--- src/rtl/full_adder_pkg.sv ---
// Shared constants for the bit-serial full adder: default word width and
// the step-index width derived from it.
package full_adder_pkg;

  localparam int WIDTH_DEF = 6;

  // A one-step word still needs a 1-bit index register.
  function automatic int idx_w(input int w);
    return (w > 1) ? $clog2(w) : 1;
  endfunction

  localparam int IDX_W = idx_w(WIDTH_DEF);

  function automatic logic majority(input logic x, input logic y, input logic z);
    return (x & y) | (x & z) | (y & z);
  endfunction

endpackage

--- src/rtl/full_adder_cell.sv ---
// Purely combinational 1-bit full add, the arithmetic core of each serial step.
module fa_cell
  import full_adder_pkg::*;
(
  input  logic x,
  input  logic y,
  input  logic ci,
  output logic s,
  output logic co
);

  assign s  = x ^ y ^ ci;
  assign co = majority(x, y, ci);

endmodule

--- src/rtl/full_adder.sv ---
// Bit-serial adder: a parallel word A plus a serial stream B, one bit per
// clock, LSB first, with registered sum and carry outputs.
module full_adder
  import full_adder_pkg::*;
#(
  parameter int WIDTH = WIDTH_DEF
) (
  input  logic             clk,
  input  logic             rst,
  input  logic [WIDTH-1:0] a,
  input  logic             b,
  input  logic             cin,
  output logic             sum,
  output logic             cout
);

  localparam int             IW   = idx_w(WIDTH);
  localparam logic [IW-1:0]  LAST = IW'(WIDTH - 1);

  logic [IW-1:0] idx;
  logic          carry_q;
  logic          a_bit;
  logic          ci;
  logic          s;
  logic          c;

  // Word carry-in only enters at step 0, so no carry leaks across words.
  always_comb begin
    a_bit = a[idx];
    ci    = (idx == '0) ? cin : carry_q;
  end

  fa_cell u_cell (
    .x  (a_bit),
    .y  (b),
    .ci (ci),
    .s  (s),
    .co (c)
  );

  always_ff @(posedge clk or posedge rst) begin
    if (rst) begin
      idx <= '0;
    end else if (idx == LAST) begin
      idx <= '0;
    end else begin
      idx <= idx + 1'b1;
    end
  end

  always_ff @(posedge clk or posedge rst) begin
    if (rst) begin
      sum     <= 1'b0;
      cout    <= 1'b0;
      carry_q <= 1'b0;
    end else begin
      sum     <= s;
      cout    <= c;
      carry_q <= c;
    end
  end

endmodule

--- config.mk ---
export PLATFORM = sky130hd
export DESIGN_NAME = full_adder
export DESIGN_NICKNAME = d
export VERILOG_FILES = /design/src/rtl/full_adder_pkg.sv /design/src/rtl/full_adder_cell.sv /design/src/rtl/full_adder.sv
export SDC_FILE = /design/constraint.sdc
export NUM_CORES = 1
export LEC_CHECK = 0
export ABC_AREA = 1
export CORE_AREA = 2 2 39 41
export CTS_CLUSTER_SIZE = 10
export DETAILED_ROUTE_END_ITERATION = 16
export DIE_AREA = 0 0 41 43
export SYNTH_ARGS = -nofsm -noshare
export SYNTH_HDL_FRONTEND = slang
export SYNTH_SLANG_ARGS = --single-unit
export TNS_END_PERCENT = 30
--- constraint.sdc ---
create_clock -name clk -period 1.9 [get_ports clk]
set_clock_uncertainty 0.15 [all_clocks]
set_input_delay 0.57 -clock clk [delete_from_list [all_inputs] [get_ports clk]]
set_output_delay 0.57 -clock clk [all_outputs]
set_load 0.005 [all_outputs]
==> results.py <==
metrics = {
    "worst_setup_path": {
        "worst_ep_arrival_time_ns": 1.82,
        "worst_path_most_repeated_cell": "nand3_1",
        "start_kind": "input pin",
        "crit_chain": "clkdlybuf4s50_1 -> nand3_1 -> nand3_1 -> nand2_2 -> fa_1 -> inv_1",
        "critPathRequiredTime_ns": 1.88,
        "end_kind": "flip-flop",
        "path_buf_inv": 2,
        "critPathMaxStageDelay_ns": 0.52,
        "path_max_fanout": 1,
        "cpLargestDelayFamily": "adder cells",
        "critPathSlowestCell": "fa_1",
        "path_class": "in -> reg",
    },
    "floorplan": {
        "dieArea_sq_um": 1760,
        "fp.dieH_um": 43,
        "start_util": 0.199,
        "pin_count": 12,
        "core_area_sq_um": 1380,
        "die_w_um": 41,
        "row_count": 14,
    },
    "route": {
        "drt_iter0_drc": 2,
        "wirelength_um": 565,
        "vias_per_cell": 3.93,
        "vias": 275,
        "wl_per_cell_um": 8.07,
        "final_antenna_net_count": 0,
        "drc": 0,
        "firstDrtPassIters": 2,
    },
    "sta": {
        "worst_slack_ns": 0.0605,
        "final_max_slew_viol_count": 0,
        "tightest_slew_ns": 0.240,
        "maxClockFrequency_ghz": 0.544,
        "finalHoldViolations": 0,
        "rsz0062_at_grt": "no",
        "post-route-period-util": 0.968,
        "period_minus_slack_ns": 1.84,
        "max_slew_margin": 0.840,
        "finalSetupViolations": 0,
    },
    "yosys": {
        "syn-num-nets": 50,
        "synth_seq_cells": 5,
        "yosys_warnings": 0,
        "postSynthCellCount": 39,
        "avgSynthCellArea_sq_um": 7.06,
        "synthesis.area_sq_um": 275,
        "seq_area_frac_synth": 0.455,
        "synth_cell_types": 8,
    },
    "global_route": {
        "antenna_found_initial": 0,
        "grt_use_total": 0.0874,
        "grt_max_degree": 8,
        "grt_pass1_wl_um": 924,
        "overflow": 0,
        "grt_pass1_vias": 267,
    },
    "placed_design": {
        "hpwlAfterDp_um": 486,
        "placed_area_sq_um": 405,
        "portBuffers": 11,
        "post-place-ws_ns": -0.243,
        "globalplace.congestion": 0.678,
        "place_inst": 66,
    },
    "min_path": {
        "hold_path_class": "in -> async",
    },
    "cts": {
        "post-cts-setup-buffer-count": 0,
        "worstSkewPairLatency_ns": 0.24,
        "numCtsBuffers": 3,
        "root_buffer": "clkbuf_4",
        "cts_tree": "built",
        "cts.reportedPaths.clkPinSlew_ns": 0.04,
        "ctsResizeCount": 0,
        "hold_buffers": 0,
        "cts_sinks": 5,
        "cts.path.max_buffers": 2,
        "htree_levels": 1,
    },
    "cells_and_area": {
        "final_area_sq_um": 444,
        "finalNetCount": 66,
        "nFillCells": 160,
        "area_growth_pct": 61.4,
        "antenna_cells": 0,
        "final_cells": 70,
        "drive_gt1_frac": 0.0926,
    },
    "status": {
        "outcome": "completed",
    },
    "run": {
        "cap_viol_max_count": 0,
    },
    "power": {
        "p_leak_nw": 0.273,
        "power_density_nw_per_um2": 620,
        "peakVddDrop_v": 0.000193,
    },
}
report_power, final:
group | switching, mW | internal [mW] | total, mW
sequential | 0.00169 | 0.112 | 0.114
clock | 0.0404 | 0.0792 | 0.120
combinational | 0.0139 | 0.0281 | 0.0420
area by class of cell:
class / count / area (sq um) / share of cell area
well taps: 16 / 20.0 / 0.0451
multi-input cells: 23 / 111 / 0.251
clock buffers: 4 / 26.3 / 0.0592
inverters: 11 / 41.3 / 0.0930
flip-flops and latches: 5 / 125 / 0.282
repair buffers: 11 / 120 / 0.270
placed cells by master, fill, tap and decap left out, drive strengths merged:
| master | instances |
|---|---|
| dlymetal6s2s | 4 |
| dfrtp | 5 |
| o21ai | 1 |
| fa | 1 |
| clkdlybuf4s50 | 7 |
| nor2 | 2 |
| nand3 | 4 |
| clkbuf | 4 |
| inv | 11 |
| nand2 | 15 |
cells in the mapped netlist:
library cell | number | share of area
o21ai_1 | 1 | 0.018
nor2_1 | 2 | 0.027
inv_2 | 1 | 0.014
nand2_1 | 15 | 0.20
dfrtp_1 | 5 | 0.45
nand3_1 | 4 | 0.073
inv_1 | 10 | 0.14
fa_1 | 1 | 0.073
worst reg2reg max path: cells and delay by family (launching register included):
family / cells / cell delay, ns
AND/OR/NAND/NOR: 4 / 0.43
flip-flops: 1 / 0.45
buffers and inverters: 1 / 0.03
adder cells (fa/ha/maj): 1 / 0.52
flip-flops by register name, summed over array words and instances, names as in the netlist:
register,cells
sum,1
idx,3
cout,1
final timing paths:
path / to / slack, ns / startpoint / cells after the start
worst max-delay path: sum / 0.06 / a[5] / 6
worst min-delay path: idx[0] / 0.38 / rst / 2
worst max register to register: sum / 0.20 / idx[0] / 6
worst min register to register: idx[1] / 0.43 / idx[2] / 3
max in group asynchronous: cout / 1.04 / rst / 2
min in group clk: idx[1] / 0.43 / idx[2] / 3
stage by stage:
step,hold slack [ns],total power [mW],util,TNS (ns)
floorplan,0.199,0.129,-,0
global placement,0.399,0.158,0.293,-0.347
detailed placement,0.418,0.159,0.293,-0.362
CTS,0.389,0.283,0.312,0
global route,0.408,0.300,0.321,0
finish,0.385,0.275,0.321,0
cells by family (layout without fill, tap and decap cells):
group           Yosys count  in the layout  share of synthesized area
simple gates             21             21                      0.305
buf+inv                  11             26                      0.150
flops                     5              5                      0.455
fa+ha+maj                 1              1                     0.0727
compound gates            1              1                     0.0182
layer usage:
layer | global-route usage | vias up | share of wire
met5 | 0 | - | 0
met4 | 0.0400 | 0 | 0
met3 | 0.0785 | 0 | 0.10
met2 | 0.153 | 8 | 0.57
met1 | 0.0548 | 126 | 0.33
li1 | - | 141 | -
No activity file was read; power rests on OpenSTA's default activity.
